$ cat src/rtl/cache_arbiter.sv
// Round-robin arbiter sharing one L2 port between the L1 icache and dcache miss ports.
// The winning request is latched so the L2 side never sees L1 inputs combinationally.
module cache_arbiter #(
  parameter int ADDR_W = 16,
  parameter int LINE_W = 128
) (
  input  logic              clk,
  input  logic              reset,
  input  logic              icache_pmem_read,
  input  logic [ADDR_W-1:0] icache_pmem_addr,
  output logic              icache_pmem_resp,
  input  logic              dcache_pmem_read,
  input  logic              dcache_pmem_write,
  input  logic [ADDR_W-1:0] dcache_pmem_addr,
  input  logic [LINE_W-1:0] dcache_pmem_wdata,
  output logic              dcache_pmem_resp,
  output logic [LINE_W-1:0] pmem_rdata_l1,
  output logic              l2_read,
  output logic              l2_write,
  output logic [ADDR_W-1:0] l2_addr,
  output logic [LINE_W-1:0] l2_wdata,
  input  logic [LINE_W-1:0] l2_rdata,
  input  logic              l2_resp,
  output logic [15:0]       contention_count
);

  typedef enum logic [1:0] {
    IDLE    = 2'd0,
    SERVE_I = 2'd1,
    SERVE_D = 2'd2,
    DONE    = 2'd3
  } state_t;

  state_t              state_q, state_d;
  logic                last_grant_q, last_grant_d;
  logic [ADDR_W-1:0]   lat_addr_q, lat_addr_d;
  logic [LINE_W-1:0]   lat_wdata_q, lat_wdata_d;
  logic                lat_write_q, lat_write_d;
  logic [15:0]         contention_count_q, contention_count_d;

  logic i_req, d_req, grant_i, grant_d;

  assign i_req = icache_pmem_read;
  assign d_req = dcache_pmem_read | dcache_pmem_write;

  // State register and grant latches
  always_ff @(posedge clk or posedge reset) begin
    if (reset) begin
      state_q            <= IDLE;
      last_grant_q       <= 1'b0;
      lat_addr_q         <= '0;
      lat_wdata_q        <= '0;
      lat_write_q        <= 1'b0;
      contention_count_q <= 16'd0;
    end else begin
      state_q            <= state_d;
      last_grant_q       <= last_grant_d;
      lat_addr_q         <= lat_addr_d;
      lat_wdata_q        <= lat_wdata_d;
      lat_write_q        <= lat_write_d;
      contention_count_q <= contention_count_d;
    end
  end

  // Next-state, arbitration and grant latching
  always_comb begin
    state_d            = state_q;
    last_grant_d       = last_grant_q;
    lat_addr_d         = lat_addr_q;
    lat_wdata_d        = lat_wdata_q;
    lat_write_d        = lat_write_q;
    contention_count_d = contention_count_q;
    grant_i            = 1'b0;
    grant_d            = 1'b0;
    case (state_q)
      IDLE: begin
        if (i_req && d_req) begin
          // Contention: the requester not served last time wins
          grant_i = last_grant_q;
          grant_d = ~last_grant_q;
          if (contention_count_q != 16'hFFFF) begin
            contention_count_d = contention_count_q + 16'd1;
          end else begin
            contention_count_d = contention_count_q;
          end
        end else begin
          grant_i = i_req;
          grant_d = d_req;
        end
        if (grant_i) begin
          state_d      = SERVE_I;
          lat_addr_d   = icache_pmem_addr;
          last_grant_d = 1'b0;
        end else if (grant_d) begin
          state_d      = SERVE_D;
          lat_addr_d   = dcache_pmem_addr;
          lat_wdata_d  = dcache_pmem_wdata;
          lat_write_d  = dcache_pmem_write;
          last_grant_d = 1'b1;
        end else begin
          state_d = IDLE;
        end
      end
      SERVE_I: begin
        if (l2_resp) begin
          state_d = DONE;
        end else begin
          state_d = SERVE_I;
        end
      end
      SERVE_D: begin
        if (l2_resp) begin
          state_d = DONE;
        end else begin
          state_d = SERVE_D;
        end
      end
      DONE:    state_d = IDLE;
      default: state_d = IDLE;
    endcase
  end

  assign l2_read          = (state_q == SERVE_I) | ((state_q == SERVE_D) & ~lat_write_q);
  assign l2_write         = (state_q == SERVE_D) & lat_write_q;
  assign l2_addr          = lat_addr_q;
  assign l2_wdata         = lat_wdata_q;
  assign icache_pmem_resp = l2_resp & (state_q == SERVE_I);
  assign dcache_pmem_resp = l2_resp & (state_q == SERVE_D);
  assign pmem_rdata_l1    = l2_rdata;
  assign contention_count = contention_count_q;

endmodule

$ cat config.mk
export PLATFORM = sky130hd
export DESIGN_NAME = cache_arbiter
export DESIGN_NICKNAME = d
export VERILOG_FILES = /design/src/rtl/cache_arbiter.sv
export SDC_FILE = /design/constraint.sdc
export NUM_CORES = 1
export LEC_CHECK = 0
export CAP_MARGIN = 20
export CORE_AREA = 3 3 225 227
export DETAILED_ROUTE_END_ITERATION = 12
export DIE_AREA = 0 0 228 230
export PLACE_DENSITY = 0.42
export SETUP_SLACK_MARGIN = 0.4
export SLEW_MARGIN = 25
export SYNTH_ARGS = -nofsm -noshare
export SYNTH_HDL_FRONTEND = slang
export SYNTH_SLANG_ARGS = --single-unit
$ cat constraint.sdc
create_clock -name clk -period 4.7 [get_ports clk]
set_clock_uncertainty 0.2 [all_clocks]
set_input_delay 0.47 -clock clk [delete_from_list [all_inputs] [get_ports clk]]
set_output_delay 0.47 -clock clk [all_outputs]
set_load 0.01 [all_outputs]
==> impl_metrics.json, run 1 <==
{
  "cpMaxStageDelayCell": "clkdlybuf4s50_1",
  "finalNetCount": 1067,
  "leakage_uw": 0.00498,
  "pwr_density_cell_nw_per_um2": 638,
  "cts_sinks": 164,
  "coreArea_um2": 48800,
  "die_y_um": 230,
  "synthCells": 566,
  "cts-resized-gates": 0,
  "fmax_mhz": 387,
  "gp_congestion": 0.681,
  "drt.antenna.violating_nets": 0,
  "ys_seq_area_frac": 0.523,
  "r2r_cells": 4,
  "vias": 4869,
  "synth_area_um2": 7850,
  "synth.area.mux_share": 0.254,
  "path_class": "reg -> out",
  "num_io_pins": 586,
  "ys_warn_count": 0,
  "die_x_um": 228,
  "postSynthAreaPerCell_um2": 13.9,
  "hold_violations": 0,
  "dr.pass1.iters": 4,
  "drv_slew": 0,
  "grt_max_degree": 91,
  "totalWireLength_um": 23600,
  "status": "completed",
  "reg2reg_to": "l2_wdata[46]",
  "worst_slew_pin_slew_ps": 785,
  "area_growth_pct": 46.6,
  "rrSetupSlack_ps": 2450,
  "synth_nets": 861,
  "top_usage_layer": "met2",
  "row_count": 81,
  "setup_violations": 0,
  "cp_num_cells": 3,
  "critical-path-top-delay-family": "buffers and inverters",
  "via_per_inst": 3.36,
  "min_period_ps": 2580,
  "path_max_fanout": 5,
  "routedWlPerCell_um": 16.3,
  "hold_class": "in -> async",
  "antenna_cells": 0,
  "cts_tree": "built",
  "grt_pass1_wl_um": 35500,
  "synth-seq-cells": 164,
  "critical_path_required_ps": 4030,
  "synth-simple-area-share": 0.0419,
  "clockBufferDepth": 2,
  "synthAdderAreaFrac": 0.00159,
  "reg2reg_from": "state_q[0]",
  "overflow": 0,
  "fillers": 5243,
  "ctsHoldBuffers": 0,
  "finalCoreUtilization": 0.236,
  "synth_top_family_by_area": "multiplexers",
  "port-buffer-count": 329,
  "initial_core_util": 0.161,
  "hpwl_um": 17500,
  "critPathLaunch": "state_q[0]",
  "cpPeakStageDelay_ps": 590,
  "dr.first_iter.drc_count": 173,
  "max_slew_margin": 0.475,
  "grt_pass1_vias": 5396,
  "ir_drop_uv": 249,
  "htreeDepth": 4,
  "cts_buffers": 17,
  "clk_latency_ps": 470,
  "grt_use_met3": 0.0531,
  "grt_antenna_before_repair": 0,
  "root_buffer": "clkbuf_16",
  "endpoint_kind": "primary output",
  "critPathBufInv": 1,
  "worstPathCellList": "nand2b_1, o21ai_0, clkdlybuf4s50_1",
  "synth_xor_area_frac": 0.0156,
  "hold_slack_ps": 163,
  "startpoint_type": "register",
  "die_area_um2": 52400,
  "synthDistinctLibCells": 33,
  "critPathCapture": "l2_read",
  "path_clk_slew_ps": 60,
  "post_cts_buffers": 0,
  "rsz0062_at_grt": "no",
  "maxCapViolCount": 0,
  "grt_util_all_layers": 0.0916,
  "met2_usage": 0.140,
  "period_share": 0.549,
  "synth_compound_area_frac": 0.0180,
  "critical_path_arrival_ps": 1910,
  "met1_usage": 0.0986,
  "drive_gt1_frac": 0.216,
  "drc": 0,
  "tns_ps": 0
}
[synthesized netlist by cell type]
master / n / area share
o22a_1: 1 / 0.0011
buf_4: 129 / 0.12
xor2_1: 10 / 0.011
buf_6: 11 / 0.016
nand2_1: 4 / 0.0019
nor3_1: 6 / 0.0038
and2_1: 2 / 0.0016
xnor2_1: 4 / 0.0045
ha_1: 1 / 0.0016
dfrtp_1: 164 / 0.52
clkbuf_1: 3 / 0.0014
nand2b_1: 2 / 0.0016
mux2i_1: 16 / 0.020
o21ai_0: 3 / 0.0019
nand4b_1: 1 / 0.0011
a31oi_1: 1 / 0.00080
nand4_1: 5 / 0.0040
nor3b_1: 2 / 0.0019
nor4_1: 1 / 0.00080
mux2_4: 99 / 0.19
mux2_2: 31 / 0.044
nand3_1: 5 / 0.0032
a21boi_0: 1 / 0.00096
buf_2: 6 / 0.0038
o21a_1: 1 / 0.00096
inv_1: 3 / 0.0014
and3_1: 4 / 0.0032
nor2_1: 26 / 0.012
a211o_1: 1 / 0.0011
and4_1: 5 / 0.0056
or2_1: 1 / 0.00080
a21oi_1: 16 / 0.010
o211ai_1: 1 / 0.00096
[layout by cell type, fill, tap and decap left out, types with 2 or more instances in the layout]
cell type / netlist / final
nand4_1: 5 / 5
nand2_1: 4 / 4
nand2b_1: 2 / 2
buf_12: 0 / 3
mux2_2: 31 / 31
inv_1: 3 / 2
clkbuf_8: 0 / 2
dfrtp_1: 164 / 164
clkbuf_16: 0 / 17
and4_1: 5 / 5
clkbuf_1: 3 / 3
buf_4: 129 / 4
o21ai_0: 3 / 2
nor2_1: 26 / 25
and2_1: 2 / 2
xor2_1: 10 / 10
nor3b_1: 2 / 2
nor3_1: 6 / 6
nand3_1: 5 / 5
clkinv_2: 0 / 5
mux2_4: 99 / 99
clkinvlp_4: 0 / 2
a21oi_1: 16 / 16
xnor2_1: 4 / 4
clkdlybuf4s50_1: 0 / 329
mux2i_1: 16 / 16
and3_1: 4 / 4
[worst min-delay path by stage]
stage,endpoint,slack (ps),depth (start not counted)
2_1_floorplan,last_grant_q,280,1
3_3_place_gp,contention_count[9],280,1
3_5_place_dp,contention_count[9],290,1
4_1_cts,l2_wdata[110],120,2
5_1_grt,l2_wdata[71],190,2
6_report,l2_wdata[75],160,2
[cells by family (layout without fill, tap and decap cells)]
kind of cell               after synthesis  after routing
and+or+nand+nor                         64             64
muxes                                  146            146
DFF                                    164            164
buffers and inverters                  152            370
AOI/OAI and AO/OA                       25             25
adders and majority gates                1              1
xor gates and xnor gates                14             14
[report_power, final]
| part | switching, uW | internal [uW] | leakage [uW] |
|---|---|---|---|
| combinational | 1260 | 2230 | 0.00277 |
| clock | 618 | 750 | 0.000270 |
| sequential | 395 | 2090 | 0.00195 |
[state kept, by name (all words and copies together) (netlist names)]
register / cells
contention_count: 16
l2_wdata: 128
lat_write_q: 1
l2_addr: 16
state_q: 2
last_grant_q: 1
[cell type report]
| type | count | area [um^2] | share of cell area |
|---|---|---|---|
| Sequential cell | 164 | 4100 | 0.357 |
| Timing Repair Buffer | 336 | 3380 | 0.294 |
| Multi-Input combinational cell | 250 | 2630 | 0.228 |
| Tap cell | 664 | 831 | 0.0722 |
| Clock buffer | 22 | 464 | 0.0403 |
| Clock inverter | 9 | 80.1 | 0.00696 |
| Inverter | 3 | 15.0 | 0.00130 |
[metal layers]
metal  routed length (um)  share of wire  up-vias
met5                    0              0        -
met1                 9130           0.39     2352
met3                 2530           0.11       59
li1                     -              -     2202
met2                11100           0.47      256
met4                  839          0.036        0
[through the flow]
step / cells / instance area [um^2] / power, uW / setup WS (ps)
2_1_floorplan: 566 / 7850 / 4310 / 1950
3_3_place_gp: 1417 / 10900 / 6050 / 1760
3_5_place_dp: 1417 / 11000 / 6050 / 1800
4_1_cts: 1448 / 11500 / 7520 / 2080
5_1_grt: 1448 / 11500 / 7800 / 1990
6_report: 1448 / 11500 / 7340 / 2120
Note: power is estimated with default switching activity, not from simulation.
==> run 2, diff against run 1 <==
--- a/config.mk
+++ b/config.mk
@@ -6,10 +6,10 @@
 export NUM_CORES = 1
 export LEC_CHECK = 0
 export CAP_MARGIN = 20
-export CORE_AREA = 3 3 225 227
+export CORE_AREA = 3 3 224 226
 export DETAILED_ROUTE_END_ITERATION = 12
-export DIE_AREA = 0 0 228 230
-export PLACE_DENSITY = 0.42
+export DIE_AREA = 0 0 227 229
+export PLACE_DENSITY = 0.41
 export SETUP_SLACK_MARGIN = 0.4
 export SLEW_MARGIN = 25
 export SYNTH_ARGS = -nofsm -noshare
==> constraint.sdc (replaced) <==
create_clock -name clk -period 2.7 [get_ports clk]
set_clock_uncertainty 0.2 [all_clocks]
set_input_delay 0.27 -clock clk [delete_from_list [all_inputs] [get_ports clk]]
set_output_delay 0.27 -clock clk [all_outputs]
set_load 0.01 [all_outputs]
==> impl_metrics.json, run 2 (same netlist as run 1, synthesis figures left out) <==
{
  "status": "completed",
  "cpMaxStageDelayCell": "a211o_4",
  "htreeDepth": 4,
  "post_cts_buffers": 0,
  "die_area_um2": 52000,
  "worst_slew_pin_slew_ps": 422,
  "vias": 4950,
  "reg2reg_to": "l2_wdata[60]",
  "finalNetCount": 1073,
  "grt_pass1_vias": 5461,
  "cts_tree": "built",
  "row_count": 81,
  "hold_class": "in -> async",
  "largest_register_ffs": 128,
  "min_period_ps": 2100,
  "p_int_uw": 8930,
  "p_sw_uw": 4070,
  "antenna_cells": 0,
  "pwr_density_cell_nw_per_um2": 1120,
  "grt_antenna_before_repair": 0,
  "gp_congestion": 0.678,
  "critPathBufInv": 1,
  "p_sw_frac": 0.313,
  "hpwl_um": 18100,
  "leakage_uw": 0.00507,
  "cts_buffers": 17,
  "root_buffer": "clkbuf_16",
  "initial_core_util": 0.162,
  "drive_gt1_frac": 0.226,
  "num_io_pins": 586,
  "drv_slew": 0,
  "final_common_cell": "clkdlybuf4s50_1",
  "hold_violations": 0,
  "port-buffer-count": 329,
  "grt_max_degree": 56,
  "rrSetupSlack_ps": 600,
  "critical_path_arrival_ps": 2250,
  "ctsHoldBuffers": 0,
  "most-common-layout-cells": "325 x clkdlybuf4s50_1, 164 x dfrtp_1, 99 x mux2_4",
  "coreArea_um2": 48500,
  "clkPwrFrac": 0.196,
  "totalWireLength_um": 24100,
  "die_y_um": 229,
  "drt.antenna.violating_nets": 0,
  "worstPathCellList": "or2_1, a211o_4, buf_12, mux2_4",
  "fmax_mhz": 476,
  "grt_pass1_wl_um": 35700,
  "cts_sinks": 164,
  "p_seq_frac": 0.334,
  "drc": 0,
  "dr.pass1.iters": 4,
  "critical-path-top-delay-family": "compound AO/OA/AOI/OAI gates",
  "tns_ps": 0,
  "r2r_cells": 4,
  "p_comb_frac": 0.470,
  "routedWlPerCell_um": 17.1,
  "path_class": "reg -> reg",
  "clockBufferDepth": 2,
  "setup_violations": 0,
  "ir_drop_uv": 483,
  "dr.first_iter.drc_count": 144,
  "die_x_um": 227,
  "max_slew_margin": 0.718,
  "area_growth_pct": 47.6,
  "via_per_inst": 3.50,
  "path_max_fanout": 29,
  "overflow": 0,
  "endpoint_kind": "register",
  "clk_latency_ps": 470,
  "reg2reg_from": "state_q[0]",
  "maxCapViolCount": 0,
  "cpPeakStageDelay_ps": 430,
  "startpoint_type": "register",
  "critical_path_required_ps": 2850,
  "period_share": 0.778,
  "finalCoreUtilization": 0.239,
  "rsz0062_at_grt": "no",
  "path_clk_slew_ps": 70,
  "power_uw": 13000,
  "grt_util_all_layers": 0.0951
}
-- run 2: per-stage QoR --
| stage | std cells | area (um^2) | setup WS (ps) | hold slack [ps] |
|---|---|---|---|---|
| 4_1_cts | 1413 | 11600 | 414 | 10.6 |
| 3_3_place_gp | 1381 | 11000 | 380 | 285 |
| 2_1_floorplan | 566 | 7850 | 145 | 219 |
| 6_report | 1413 | 11600 | 599 | 47.9 |
| 5_1_grt | 1413 | 11600 | 515 | 36.4 |
| 3_5_place_dp | 1381 | 11000 | 349 | 284 |
-- run 2: power by group through the flow --
stage / combinational, uW / clock [uW] / sequential [uW]
finish: 6110 / 2550 / 4340
global placement: 6240 / 0 / 4380
global route: 6530 / 2810 / 4520
floorplan: 2690 / 0 / 4820
CTS: 6260 / 2710 / 4370
detailed placement: 6250 / 0 / 4380
-- run 2: what timing repair did --
item | in CTS | in global routing
setup endpoints to repair | 3 | 1
gates cloned | 0 | 0
resized for setup | 3 | 1
-- run 2: worst max-delay path by stage --
stage | cells past startpoint | start | slack, ps | to
3_3_place_gp | 5 | dcache_pmem_write | 380 | l2_wdata[59]
3_5_place_dp | 5 | dcache_pmem_write | 350 | l2_wdata[60]
4_1_cts | 3 | state_q[1] | 410 | icache_pmem_resp
2_1_floorplan | 1 | reset | 150 | contention_count[0]
6_report | 4 | state_q[0] | 600 | l2_wdata[60]
5_1_grt | 4 | state_q[0] | 510 | l2_wdata[61]
-- run 2: tightest hold or removal path, cell delays in order --
cell,delay [ps]
clkdlybuf4s50_1,450
clkinvlp_4,130
buf_12,220
-- run 2: cell type report --
type	count	area (um^2)
clock buffers	17	425
inverters	3	15.0
well taps	622	778
fillers	5126	37000
clock inverters	15	174
multi-input cells	250	2620
repair buffers	342	3480
flip-flops and latches	164	4100
-- run 2: per-layer routing --
layer | GRT usage | up-vias | part of all wire
met5 | 0.00759 | - | 0.0020
met4 | 0.0528 | 2 | 0.036
met3 | 0.0538 | 64 | 0.11
met2 | 0.147 | 259 | 0.47
met1 | 0.102 | 2400 | 0.38
li1 | - | 2225 | -
